--- config.mk ---
export PLATFORM = sky130hd
export DESIGN_NAME = multicycle_ctrl_flat
export DESIGN_NICKNAME = d
export VERILOG_FILES = /design/src/rtl/multicycle_ctrl_pkg.sv /design/src/rtl/multicycle_ctrl_if.sv /design/src/rtl/multicycle_ctrl_inst_type_decoder.sv /design/src/rtl/multicycle_ctrl.sv /design/src/flat_wrapper.sv
export SDC_FILE = /design/constraint.sdc
export NUM_CORES = 1
export LEC_CHECK = 0
export ABC_AREA = 1
export BUFFER_PORTS_ARGS = -buffer_cell sky130_fd_sc_hd__buf_2
export CAP_MARGIN = 20
export CORE_MARGIN = 2
export CORE_UTILIZATION = 35
export CTS_CLUSTER_SIZE = 14
export DETAILED_ROUTE_END_ITERATION = 10
export SYNTH_ARGS = -nofsm -noshare
export SYNTH_HDL_FRONTEND = slang
export SYNTH_SLANG_ARGS = --single-unit
--- constraint.sdc ---
create_clock -name clk -period 5.38 [get_ports clk]
set_input_delay 1.076 -clock clk [delete_from_list [all_inputs] [get_ports clk]]
set_output_delay 1.076 -clock clk [all_outputs]
set_load 0.02 [all_outputs]
--- src/rtl/multicycle_ctrl_pkg.sv ---
// multicycle_ctrl_pkg: shared encodings for the multi-cycle sequencing controller
package multicycle_ctrl_pkg;

    typedef enum logic [2:0] {
        ST_FETCH,
        ST_DECODE,
        ST_EXEC,
        ST_MEM,
        ST_WB,
        ST_HALT
    } state_t;

    localparam logic [2:0] OPT_I = 3'd0;
    localparam logic [2:0] OPT_S = 3'd2;
    localparam logic [2:0] OPT_B = 3'd3;
    localparam logic [2:0] OPT_U = 3'd4;
    localparam logic [2:0] OPT_J = 3'd5;
    localparam logic [2:0] OPT_R = 3'd6;

    localparam logic [6:0] OP_R      = 7'b0110011;
    localparam logic [6:0] OP_IMM    = 7'b0010011;
    localparam logic [6:0] OP_LOAD   = 7'b0000011;
    localparam logic [6:0] OP_STORE  = 7'b0100011;
    localparam logic [6:0] OP_BRANCH = 7'b1100011;
    localparam logic [6:0] OP_JAL    = 7'b1101111;
    localparam logic [6:0] OP_JALR   = 7'b1100111;
    localparam logic [6:0] OP_AUIPC  = 7'b0010111;
    localparam logic [6:0] OP_LUI    = 7'b0110111;
    localparam logic [6:0] OP_SYSTEM = 7'b1110011;

    localparam logic [1:0] WB_ALU = 2'd0;
    localparam logic [1:0] WB_MEM = 2'd1;
    localparam logic [1:0] WB_PC4 = 2'd2;
    localparam logic [1:0] WB_IMM = 2'd3;

endpackage

--- src/rtl/multicycle_ctrl_if.sv ---
// multicycle_ctrl_if: controller <-> datapath/memory strobe and handshake bundle
interface multicycle_ctrl_if #(parameter int CNT_W = 32);

    logic             start;
    logic [6:0]       op_code;
    logic             branch_taken;
    logic             imem_req;
    logic             imem_ack;
    logic             dmem_req;
    logic             dmem_we;
    logic             dmem_ack;
    logic             ir_we;
    logic             pc_we;
    logic             pc_sel;
    logic             rf_we;
    logic [1:0]       wb_sel;
    logic [2:0]       op_type;
    logic             retire;
    logic [CNT_W-1:0] instret;
    logic             illegal;
    logic             halted;

    modport master (
        input  start, op_code, branch_taken, imem_ack, dmem_ack,
        output imem_req, dmem_req, dmem_we, ir_we, pc_we, pc_sel, rf_we,
               wb_sel, op_type, retire, instret, illegal, halted
    );

    modport slave (
        output start, op_code, branch_taken, imem_ack, dmem_ack,
        input  imem_req, dmem_req, dmem_we, ir_we, pc_we, pc_sel, rf_we,
               wb_sel, op_type, retire, instret, illegal, halted
    );

endinterface

--- src/rtl/multicycle_ctrl_inst_type_decoder.sv ---
// multicycle_ctrl_inst_type_decoder: maps an RV32I opcode to its instruction-format class
module multicycle_ctrl_inst_type_decoder
    import multicycle_ctrl_pkg::*;
(
    input  logic [6:0] i_op_code,
    output logic [2:0] o_op_type
);

    assign o_op_type = (i_op_code == OP_R)                              ? OPT_R :
                       (i_op_code == OP_STORE)                          ? OPT_S :
                       (i_op_code == OP_BRANCH)                         ? OPT_B :
                       (i_op_code == OP_LUI || i_op_code == OP_AUIPC)   ? OPT_U :
                       (i_op_code == OP_JAL)                            ? OPT_J :
                                                                          OPT_I;

endmodule

--- src/rtl/multicycle_ctrl.sv ---
// multicycle_ctrl: FETCH/DECODE/EXEC/MEM/WB sequencer driving the RV32I datapath strobes
module multicycle_ctrl
    import multicycle_ctrl_pkg::*;
#(
    parameter int CNT_W            = 32,
    parameter bit RESET_STATE_HALT = 1'b0
)(
    input  logic               clk,
    input  logic               rst,
    multicycle_ctrl_if.master  bus
);

    localparam state_t RST_STATE = RESET_STATE_HALT ? ST_HALT : ST_FETCH;

    state_t           r_state;
    state_t           w_next;
    logic [6:0]       r_opcode;
    logic [CNT_W-1:0] r_instret;
    logic             r_illegal;
    logic [2:0]       w_op_type;
    logic             w_legal;
    logic             w_is_load;
    logic             w_is_store;
    logic             w_is_branch;
    logic             w_is_jump;
    logic             w_imem_req;
    logic             w_dmem_req;
    logic             w_dmem_we;
    logic             w_ir_we;
    logic             w_pc_we;
    logic             w_pc_sel;
    logic             w_rf_we;
    logic [1:0]       w_wb_sel;
    logic             w_retire;

    multicycle_ctrl_inst_type_decoder u_dec (
        .i_op_code (r_opcode),
        .o_op_type (w_op_type)
    );

    assign w_legal     = bus.op_code inside {OP_R, OP_IMM, OP_LOAD, OP_STORE, OP_BRANCH,
                                             OP_JAL, OP_JALR, OP_AUIPC, OP_LUI, OP_SYSTEM};
    assign w_is_load   = r_opcode == OP_LOAD;
    assign w_is_store  = w_op_type == OPT_S;
    assign w_is_branch = w_op_type == OPT_B;
    assign w_is_jump   = r_opcode == OP_JAL || r_opcode == OP_JALR;

    // state register; reset lands in FETCH or HALT depending on build
    always_ff @(posedge clk or posedge rst) begin
        if (rst) r_state <= RST_STATE;
        else     r_state <= w_next;
    end

    // opcode is captured once in DECODE and held for the rest of the instruction
    always_ff @(posedge clk or posedge rst) begin
        if (rst)                        r_opcode <= '0;
        else if (r_state == ST_DECODE)  r_opcode <= bus.op_code;
    end

    // retired-instruction counter and sticky illegal-opcode trap
    always_ff @(posedge clk or posedge rst) begin
        if (rst) begin
            r_instret <= '0;
            r_illegal <= 1'b0;
        end else begin
            if (w_retire) r_instret <= r_instret + CNT_W'(1);
            if (r_state == ST_DECODE && !w_legal) r_illegal <= 1'b1;
        end
    end

    // next-state and strobe decode; only the write enables in FETCH/MEM look at acks
    always_comb begin
        w_next     = r_state;
        w_imem_req = 1'b0;
        w_dmem_req = 1'b0;
        w_dmem_we  = 1'b0;
        w_ir_we    = 1'b0;
        w_pc_we    = 1'b0;
        w_pc_sel   = 1'b0;
        w_rf_we    = 1'b0;
        w_wb_sel   = WB_ALU;
        w_retire   = 1'b0;
        case (r_state)
            ST_FETCH: begin
                w_imem_req = 1'b1;
                w_ir_we    = bus.imem_ack;
                w_next     = bus.imem_ack ? ST_DECODE : ST_FETCH;
            end
            ST_DECODE: begin
                w_retire = w_legal && bus.op_code == OP_SYSTEM;
                w_next   = (!w_legal || bus.op_code == OP_SYSTEM) ? ST_HALT : ST_EXEC;
            end
            ST_EXEC: begin
                w_pc_we  = w_is_branch;
                w_pc_sel = w_is_branch && bus.branch_taken;
                w_retire = w_is_branch;
                w_next   = w_is_branch                 ? ST_FETCH :
                           (w_is_load || w_is_store)   ? ST_MEM   : ST_WB;
            end
            ST_MEM: begin
                w_dmem_req = 1'b1;
                w_dmem_we  = w_is_store;
                w_pc_we    = w_is_store && bus.dmem_ack;
                w_retire   = w_is_store && bus.dmem_ack;
                w_next     = !bus.dmem_ack ? ST_MEM   :
                             w_is_store    ? ST_FETCH : ST_WB;
            end
            ST_WB: begin
                w_rf_we  = 1'b1;
                w_pc_we  = 1'b1;
                w_retire = 1'b1;
                w_pc_sel = w_is_jump;
                w_wb_sel = w_is_load              ? WB_MEM :
                           w_is_jump              ? WB_PC4 :
                           (r_opcode == OP_LUI)   ? WB_IMM : WB_ALU;
                w_next   = ST_FETCH;
            end
            ST_HALT: w_next = bus.start ? ST_FETCH : ST_HALT;
            default: w_next = RST_STATE;
        endcase
    end

    // strobes are forced low while reset is held so an in-flight request drops at once
    assign bus.imem_req = w_imem_req & ~rst;
    assign bus.dmem_req = w_dmem_req & ~rst;
    assign bus.dmem_we  = w_dmem_we  & ~rst;
    assign bus.ir_we    = w_ir_we    & ~rst;
    assign bus.pc_we    = w_pc_we    & ~rst;
    assign bus.pc_sel   = w_pc_sel   & ~rst;
    assign bus.rf_we    = w_rf_we    & ~rst;
    assign bus.wb_sel   = rst ? WB_ALU : w_wb_sel;
    assign bus.retire   = w_retire   & ~rst;
    assign bus.op_type  = w_op_type;
    assign bus.instret  = r_instret;
    assign bus.illegal  = r_illegal;
    assign bus.halted   = r_state == ST_HALT;

endmodule

--- src/flat_wrapper.sv ---
// flat-port wrapper written by rule: the top's interface ports become plain ports
module multicycle_ctrl_flat import multicycle_ctrl_pkg::*;
#(
    parameter int CNT_W            = 32,
    parameter bit RESET_STATE_HALT = 1'b0
)
  (clk, rst, bus_start, bus_op_code, bus_branch_taken, bus_imem_ack, bus_dmem_ack, bus_imem_req, bus_dmem_req, bus_dmem_we, bus_ir_we, bus_pc_we, bus_pc_sel, bus_rf_we, bus_wb_sel, bus_op_type, bus_retire, bus_instret, bus_illegal, bus_halted);
  multicycle_ctrl_if #(.CNT_W(CNT_W)) bus_i ();
  input  logic clk;
  input  logic rst;
  input wire logic [$bits(bus_i.start)-1:0] bus_start;
  input wire logic [$bits(bus_i.op_code)-1:0] bus_op_code;
  input wire logic [$bits(bus_i.branch_taken)-1:0] bus_branch_taken;
  input wire logic [$bits(bus_i.imem_ack)-1:0] bus_imem_ack;
  input wire logic [$bits(bus_i.dmem_ack)-1:0] bus_dmem_ack;
  output wire logic [$bits(bus_i.imem_req)-1:0] bus_imem_req;
  output wire logic [$bits(bus_i.dmem_req)-1:0] bus_dmem_req;
  output wire logic [$bits(bus_i.dmem_we)-1:0] bus_dmem_we;
  output wire logic [$bits(bus_i.ir_we)-1:0] bus_ir_we;
  output wire logic [$bits(bus_i.pc_we)-1:0] bus_pc_we;
  output wire logic [$bits(bus_i.pc_sel)-1:0] bus_pc_sel;
  output wire logic [$bits(bus_i.rf_we)-1:0] bus_rf_we;
  output wire logic [$bits(bus_i.wb_sel)-1:0] bus_wb_sel;
  output wire logic [$bits(bus_i.op_type)-1:0] bus_op_type;
  output wire logic [$bits(bus_i.retire)-1:0] bus_retire;
  output wire logic [$bits(bus_i.instret)-1:0] bus_instret;
  output wire logic [$bits(bus_i.illegal)-1:0] bus_illegal;
  output wire logic [$bits(bus_i.halted)-1:0] bus_halted;
  assign bus_i.start = bus_start;
  assign bus_i.op_code = bus_op_code;
  assign bus_i.branch_taken = bus_branch_taken;
  assign bus_i.imem_ack = bus_imem_ack;
  assign bus_i.dmem_ack = bus_dmem_ack;
  assign bus_imem_req = bus_i.imem_req;
  assign bus_dmem_req = bus_i.dmem_req;
  assign bus_dmem_we = bus_i.dmem_we;
  assign bus_ir_we = bus_i.ir_we;
  assign bus_pc_we = bus_i.pc_we;
  assign bus_pc_sel = bus_i.pc_sel;
  assign bus_rf_we = bus_i.rf_we;
  assign bus_wb_sel = bus_i.wb_sel;
  assign bus_op_type = bus_i.op_type;
  assign bus_retire = bus_i.retire;
  assign bus_instret = bus_i.instret;
  assign bus_illegal = bus_i.illegal;
  assign bus_halted = bus_i.halted;
  multicycle_ctrl #(.CNT_W(CNT_W), .RESET_STATE_HALT(RESET_STATE_HALT)) u_core (.clk(clk), .rst(rst), .bus(bus_i));
endmodule
==> flow_summary.json, run 1 <==
{
  "status": "finished clean",
  "cts_tree": "built",
  "drc": 0,
  "area_growth_pct": 15.5,
  "finalHoldViolations": 0,
  "clkLatencyLatePin_ns": 0.29,
  "path_class": "primary input to primary output",
  "cts_resized": 0,
  "firstDrtPassIters": 4,
  "finalSetupViolations": 0,
  "cts_buffer_depth": 2,
  "antenna_found_initial": 0,
  "wl_per_cell_um": 11.9,
  "powerDensity_nw_per_um2": 289,
  "crit_buf_inv": 2,
  "worstSetupStartpointType": "primary input",
  "path_max_fanout": 33,
  "boundaryPins": 60,
  "hp-class": "register to register",
  "cap_violations": 0,
  "dp_hpwl_mm": 5.64,
  "grt_setup_unrepaired": "false",
  "syn-num-nets": 469,
  "grt.total_usage": 0.180,
  "final_nets": 528,
  "finalCritPeriodShare": 0.641,
  "timing.fmax_mhz": 290,
  "fin_worst_skew_ns": 0.00583,
  "post_cts_buffers": 0,
  "dp_slack_ns": 1.92,
  "via_count": 2857,
  "critical_path.slowest_cell": "nor2_4",
  "ant_nets": 0,
  "synth-main-ff-cell": "dfrtp_1",
  "place.gp.congestion": 0.917,
  "path_delay_family": "simple AND/OR/NAND/NOR gates",
  "relSlewSlack": 0.403,
  "root_buffer": "clkbuf_8",
  "syn_avg_cell_area_um2": 6.41,
  "power_uw": 974,
  "slew_viol_final": 0,
  "n_antenna_cell": 0,
  "core_region_area_um2": 8130,
  "netlist_area_um2": 2920,
  "synth_top_area_cell": "dfrtp_1",
  "crit_path_cell_trace": "buf_2 -> nand2_1 -> nor2_1 -> nand3_2 -> nand2_2 -> nor2_4 -> nor2_1 -> buf_2",
  "h-tree-depth": 2,
  "grt_pass1_vias": 2767,
  "finalWorstSetupSlack_ns": 1.93,
  "wirelength_mm": 7.36,
  "start_util": 0.358,
  "io_buffers": 59,
  "tightest_slew_ns": 0.894,
  "vias_per_cell": 4.61,
  "clkTransAtPathRegs_ns": 0.09,
  "die_area_um2": 9080,
  "grt_pass1_wl_mm": 12.9,
  "cts.sinks": 43,
  "p_leak_uw": 0.00177,
  "final.min_clock_period_ns": 3.45,
  "die_x_um": 95.3,
  "synth_edf_count": 0,
  "ir_drop_uv": 147,
  "placed_cell_area_um2": 3290,
  "crit_path_end_kind": "primary output",
  "whs_ns": 0.472,
  "grt_max_degree": 45,
  "synth_cells": 455,
  "cts_buffers": 5,
  "cp.required_ns": 4.30,
  "design_area_um2": 3370,
  "layout_common_cells": "nand2_1 (228), nor2_1 (71), buf_2 (59)",
  "drive_above_1_share": 0.163,
  "gr-total-overflow": 0,
  "fin_setup_tns_ns": 0,
  "rows": 33,
  "ys_async_sr_fraction": 1.00,
  "synth_top_area_frac": 0.369,
  "final_common_cell": "nand2_1",
  "yosys.cell_types.count": 26,
  "crit_path_max_incr_delay_ns": 0.60,
  "cp.arrival_ns": 2.37,
  "die_y_um": 95.3,
  "ys_seq_area_frac": 0.369,
  "ys_warn_count": 0,
  "drt_iter0_markers": 174,
  "yosys_register_bits": 43,
  "ys_top_cells_by_area": "dfrtp_1 (37%), nand2_1 (29%), nor2_1 (9.1%), nand3b_1 (3.9%), xor2_1 (3.0%)",
  "holdBufCountCts": 0
}
## flip-flops by register name (all words and copies together), names as in the netlist
signal / count
u_core.r_state: 3
u_core.bus.illegal: 1
u_core.r_opcode: 7
u_core.bus.instret: 32
## metrics by stage
stage | util | cells
3_5_place_dp | 0.404 | 612
5_1_grt | 0.414 | 620
3_3_place_gp | 0.404 | 612
4_1_cts | 0.414 | 620
6_report | 0.414 | 620
2_1_floorplan | - | 455
## power by group
group          total (uW)  switching [uW]  internal, uW
combinational         343             250          92.1
sequential            428            56.9           371
clock                 204             112          91.4
## worst reg2reg max path: stages (launching register included)
cell     delay, ns
dfrtp_1       0.39
nand2_1       0.12
inv_2         0.05
nand2_1       0.14
nor2_2        0.08
nand2_2       0.09
nand4_2       0.70
nand2_1       0.30
nand2_1       0.08
## Yosys cell counts, types with 3 or more instances
cell      count
nand2_1     228
buf_4         3
buf_6         3
dfrtp_1      43
nand3_1       9
xnor2_1       5
nor2_2        3
inv_2         7
nor2_1       71
a21oi_1       5
o21ai_0       6
nand3b_1     15
nor3_1        5
xor2_1       10
nand4_1       5
inv_1        22
## layout make-up
type                    instances  area (um^2)
inverters                      29          109
clock buffers                   7         76.3
well taps                     105          131
multi-input cells             375         1670
repair buffers                 60          303
clock inverters                 1         5.00
fillers                       892         4770
flip-flops and latches         43         1080
## routing by layer
layer | track usage | part of all wire | up-vias
li1 | - | - | 1528
met1 | 0.240 | 0.48 | 1255
met2 | 0.303 | 0.46 | 68
met3 | 0.0356 | 0.046 | 6
met4 | 0.0386 | 0.011 | 0
met5 | 0 | 0 | -
## path summary, 6_finish.rpt
path	end	depth (start not counted)	slack, ns	startpoint
setup / recovery	bus_retire	8	1.93	bus_op_code[4]
hold / removal	u_core.bus.illegal	2	0.47	u_core.bus.illegal
setup reg to reg	u_core.bus.instret[25]	8	3.31	u_core.r_opcode[1]
hold reg to reg	u_core.bus.illegal	2	0.47	u_core.bus.illegal
max in group asynchronous	u_core.bus.instret[7]	3	4.03	rst
min in group asynchronous	u_core.bus.illegal	3	0.97	rst
## logic make-up after synthesis
logic type / after synthesis / share of synthesized area
compound gates: 13 / 0.0245
xor+xnor: 15 / 0.0451
fa+ha+maj: 1 / 0.00429
buf+inv: 37 / 0.0592
flops: 43 / 0.369
simple gates: 346 / 0.498
Power figures use the tool's default switching activity.
==> inputs of run 2 (changes only) <==
- clock period: 5.38 -> 3.5 ns (I/O delays scaled with it)
==> run 2 against run 1 <==
Compared with the run above:
- wire length grew 1.4%
- non-clock buffer count unchanged
- critical endpoint unchanged
- sequential share of layout area is 0.083 points higher
==> flow_summary.json, run 2 (synthesis results as in run 1) <==
{
  "grt_pass1_vias": 2827,
  "grt_setup_unrepaired": "false",
  "finalSetupViolations": 0,
  "path_max_fanout": 33,
  "slew_viol_final": 0,
  "clkTransAtPathRegs_ns": 0.08,
  "gr-total-overflow": 0,
  "final_nets": 528,
  "critical_path.slowest_cell": "nor2_4",
  "core_region_area_um2": 8130,
  "firstDrtPassIters": 4,
  "drt_iter0_markers": 95,
  "post_cts_buffers": 0,
  "via_count": 2940,
  "fin_setup_tns_ns": 0,
  "final.min_clock_period_ns": 2.79,
  "ant_nets": 0,
  "cts_tree": "built",
  "tightest_slew_ns": 0.846,
  "drc": 0,
  "die_y_um": 95.3,
  "grt.total_usage": 0.176,
  "status": "finished clean",
  "layout_common_cells": "nand2_1 (228), nor2_1 (71), buf_2 (59)",
  "cp_common_cell": "nand2_1",
  "cts_buffers": 5,
  "path_class": "register to primary output",
  "cp.arrival_ns": 2.09,
  "dp_hpwl_mm": 5.74,
  "p_leak_uw": 0.00177,
  "final_common_cell": "nand2_1",
  "worstSetupStartpointType": "register",
  "antenna_found_initial": 0,
  "rows": 33,
  "clkLatencyLatePin_ns": 0.30,
  "drive_above_1_share": 0.162,
  "wirelength_mm": 7.46,
  "finalHoldViolations": 0,
  "crit_buf_inv": 2,
  "h-tree-depth": 2,
  "timing.fmax_mhz": 358,
  "ir_drop_uv": 225,
  "path_delay_family": "simple AND/OR/NAND/NOR gates",
  "boundaryPins": 60,
  "die_area_um2": 9080,
  "area_growth_pct": 15.2,
  "root_buffer": "clkbuf_8",
  "vias_per_cell": 4.76,
  "grt_max_degree": 44,
  "holdBufCountCts": 0,
  "powerDensity_nw_per_um2": 438,
  "crit_path_end_kind": "primary output",
  "fin_worst_skew_ns": 0.00783,
  "finalCritPeriodShare": 0.798,
  "hp-class": "register to register",
  "die_x_um": 95.3,
  "crit_path_cell_trace": "nand2_1 -> inv_2 -> nand2_1 -> nor2_1 -> nand3_2 -> nand2_1 -> nor2_4 -> nor2_1 -> buf_2",
  "place.gp.congestion": 0.888,
  "wl_per_cell_um": 12.1,
  "cap_violations": 0,
  "largest_reg_flops": 32,
  "cp.required_ns": 2.80,
  "n_antenna_cell": 0,
  "cts.sinks": 43,
  "grt_pass1_wl_mm": 12.6,
  "io_buffers": 59,
  "power_uw": 1470,
  "cts_resized": 0,
  "cts_buffer_depth": 2,
  "crit_path_max_incr_delay_ns": 0.58,
  "relSlewSlack": 0.435,
  "start_util": 0.358
}
## run 2: cell types whose count changed in the layout (fill, tap and decap cells not counted)
| cell | delta |
|---|---|
| clkbuf_1 | -1 |
| clkinv_2 | -1 |
## run 2: cell type report
cell class	count	area, um^2
flip-flops and latches	43	1080
multi-input cells	375	1670
inverters	29	109
well taps	105	131
fillers	866	4780
repair buffers	60	303
clock buffers	6	72.6
## run 2: per-layer routing
metal  track usage  wire length [um]  up-vias  part of all wire
met5             0                 0        -                 0
met4        0.0556               131        0             0.018
met3        0.0300               376       12             0.050
met2         0.306              3480       71              0.47
met1         0.222              3480     1327              0.47
li1              -                 -     1530                 -
## run 2: final timing paths
path | start | endpoint | slack, ns | cells past startpoint
worst min register to register | u_core.r_opcode[1] | u_core.r_opcode[1] | 0.48 | 2
max in group asynchronous | rst | u_core.bus.instret[28] | 2.49 | 3
min in group asynchronous | rst | u_core.r_opcode[1] | 0.63 | 3
worst min-delay path | u_core.r_opcode[1] | u_core.r_opcode[1] | 0.48 | 2
worst max-delay path | u_core.r_opcode[1] | bus_retire | 0.71 | 9
worst max register to register | u_core.r_state[1] | u_core.bus.instret[25] | 1.47 | 5
## run 2: power breakdown
part | internal, uW | switching (uW) | leakage [uW]
sequential | 570 | 85.8 | 0.000576
combinational | 142 | 382 | 0.00116
clock | 133 | 159 | 0.0000371
## run 2: stage by stage
step                hold WS [ns]  utilization  std cells  cell area [um^2]  setup slack [ns]
detailed placement         0.449        0.404        612              3290             0.771
CTS                        0.474        0.413        618              3360             0.654
global route               0.500        0.413        618              3360             0.464
finish                     0.476        0.413        618              3360             0.707
floorplan                  0.442            -        455              2920             0.593
global placement           0.454        0.404        612              3290             0.817
## run 2: worst min-delay path, stage by stage (launching register included)
cell and delay, ns:
dfrtp_1 0.35, nand2_1 0.06, nand2_1 0.05
==> inputs of run 3 (changes only) <==
- clock period: 3.5 -> 2.57 ns (I/O delays scaled with it)
==> run 3 against run 2 <==
Compared with the run above:
- non-clock buffer count up 4
- clock skew up 0.00096 ns
- wire length up 2.6%
- setup slack worse by 0.50 ns
- clock power up 43%
- combinational power up 48%
- final area up 1.3%
- power up 42%
- register-to-register slack worse by 0.85 ns
- sequential cell count unchanged
- largest power group unchanged
==> flow_summary.json, run 3 (synthesis results as in run 1) <==
{
  "finalSetupViolations": 0,
  "path_max_fanout": 5,
  "io_buffers": 59,
  "die_area_um2": 9080,
  "ant_nets": 0,
  "drc": 0,
  "cts_buffer_depth": 2,
  "cp_common_cell": "nand2_1",
  "boundaryPins": 60,
  "wirelength_mm": 7.65,
  "start_util": 0.358,
  "final.min_clock_period_ns": 2.36,
  "design_area_um2": 3400,
  "gr-total-overflow": 0,
  "final_common_cell": "nand2_1",
  "fill_cells": 896,
  "hp-class": "primary input to asynchronous set/reset pin",
  "clkLatencyLatePin_ns": 0.30,
  "grt_pass1_wl_mm": 12.9,
  "crit_path_cell_trace": "inv_2 -> nand2_1 -> nor2_1 -> nand3_2 -> nand2_1 -> o21ai_0 -> inv_1 -> buf_2",
  "grt_pass1_vias": 2771,
  "path_class": "register to primary output",
  "dp_slack_ns": 0.232,
  "status": "finished clean",
  "cap_violations": 0,
  "via_count": 2955,
  "place_inst": 614,
  "ir_drop_uv": 315,
  "grt_max_degree": 44,
  "cts_tree": "built",
  "cts.sinks": 43,
  "crit_path_end_kind": "primary output",
  "firstDrtPassIters": 4,
  "layout_common_cells": "nand2_1 (228), nor2_1 (71), buf_2 (59)",
  "p_leak_uw": 0.00180,
  "reg2reg_depth": 9,
  "crit_path_max_incr_delay_ns": 0.45,
  "cp.required_ns": 2.06,
  "whs_ns": 0.413,
  "wl_per_cell_um": 12.2,
  "final_nets": 533,
  "core_region_area_um2": 8130,
  "cp.arrival_ns": 1.85,
  "powerDensity_nw_per_um2": 614,
  "antenna_found_initial": 0,
  "place.gp.congestion": 0.902,
  "drive_above_1_share": 0.171,
  "dp_hpwl_mm": 5.78,
  "clkTransAtPathRegs_ns": 0.08,
  "largest_reg_flops": 32,
  "final_cells": 625,
  "finalCritPeriodShare": 0.919,
  "grt.total_usage": 0.181,
  "timing.fmax_mhz": 424,
  "h-tree-depth": 2,
  "grt_setup_unrepaired": "false",
  "tightest_slew_ns": 0.744,
  "die_x_um": 95.3,
  "die_y_um": 95.3,
  "critical_path.slowest_cell": "dfrtp_1",
  "rows": 33,
  "worstSetupStartpointType": "register",
  "n_antenna_cell": 0,
  "area_growth_pct": 16.7,
  "finalWorstSetupSlack_ns": 0.209,
  "vias_per_cell": 4.73,
  "slew_viol_final": 0,
  "relSlewSlack": 0.504,
  "root_buffer": "clkbuf_8",
  "finalHoldViolations": 0,
  "drt_iter0_markers": 129,
  "fin_setup_tns_ns": 0,
  "fin_worst_skew_ns": 0.00880,
  "cts_buffers": 5,
  "placed_cell_area_um2": 3300
}
-- run 3: cell types whose count changed in the layout (fill, tap and decap cells not counted), sizes merged --
cell / previous run / this run
clkbuf: 6 / 7
clkinv: 1 / 2
buf: 60 / 64
nor2: 76 / 77
-- run 3: worst paths after layout --
check / endpoint / startpoint / slack (ns)
hold / removal: u_core.bus.instret[17] / rst / 0.41
max in group asynchronous: u_core.bus.instret[13] / rst / 1.77
setup / recovery: bus_pc_we / u_core.r_state[2] / 0.21
hold reg to reg: u_core.bus.illegal / u_core.bus.illegal / 0.48
setup reg to reg: u_core.bus.instret[7] / u_core.r_opcode[1] / 0.62
min in group clk: u_core.r_opcode[1] / bus_op_code[1] / 0.43
-- run 3: layer usage --
layer	track usage	share of wire	wire (um)	vias to the layer above
met2	0.308	0.46	3500	81
met1	0.235	0.46	3530	1320
met4	0.0568	0.022	167	0
li1	-	-	-	1538
met5	0	0	0	-
met3	0.0316	0.059	453	16
-- run 3: what timing repair did --
action | CTS | global route
pin swaps | 1 | 1
setup buffers | 0 | 2
hold buffers | 0 | 0
setup endpoints to repair | 1 | 1
gates cloned | 1 | 0
resized for setup | 0 | 0
-- run 3: power by group --
| part | internal [uW] | switching [uW] |
|---|---|---|
| combinational | 230 | 546 |
| clock | 191 | 229 |
| sequential | 777 | 115 |
| total | 1200 | 890 |
-- run 3: cell type report --
| type | instances | area, um^2 | share of cell area |
|---|---|---|---|
| repair buffers | 64 | 333 | 0.0978 |
| clock buffers | 7 | 76.3 | 0.0224 |
| flip-flops and latches | 43 | 1080 | 0.316 |
| well taps | 105 | 131 | 0.0386 |
| multi-input cells | 376 | 1670 | 0.492 |
| clock inverters | 1 | 5.00 | 0.00147 |
| inverters | 29 | 109 | 0.0320 |
-- run 3: through the flow --
stage / utilization / total power [uW]
6_report: 0.418 / 2090
5_1_grt: 0.418 / 2250
4_1_cts: 0.417 / 2110
3_5_place_dp: 0.406 / 1650
3_3_place_gp: 0.406 / 1640
2_1_floorplan: - / 1480
-- run 3: critical path, delay by kind of cell, from the launching register on --
family	cells	cell delay [ns]
and+or+nand+nor	4	0.64
DFF	1	0.45
buffers and inverters	3	0.31
AOI/OAI and AO/OA	1	0.16
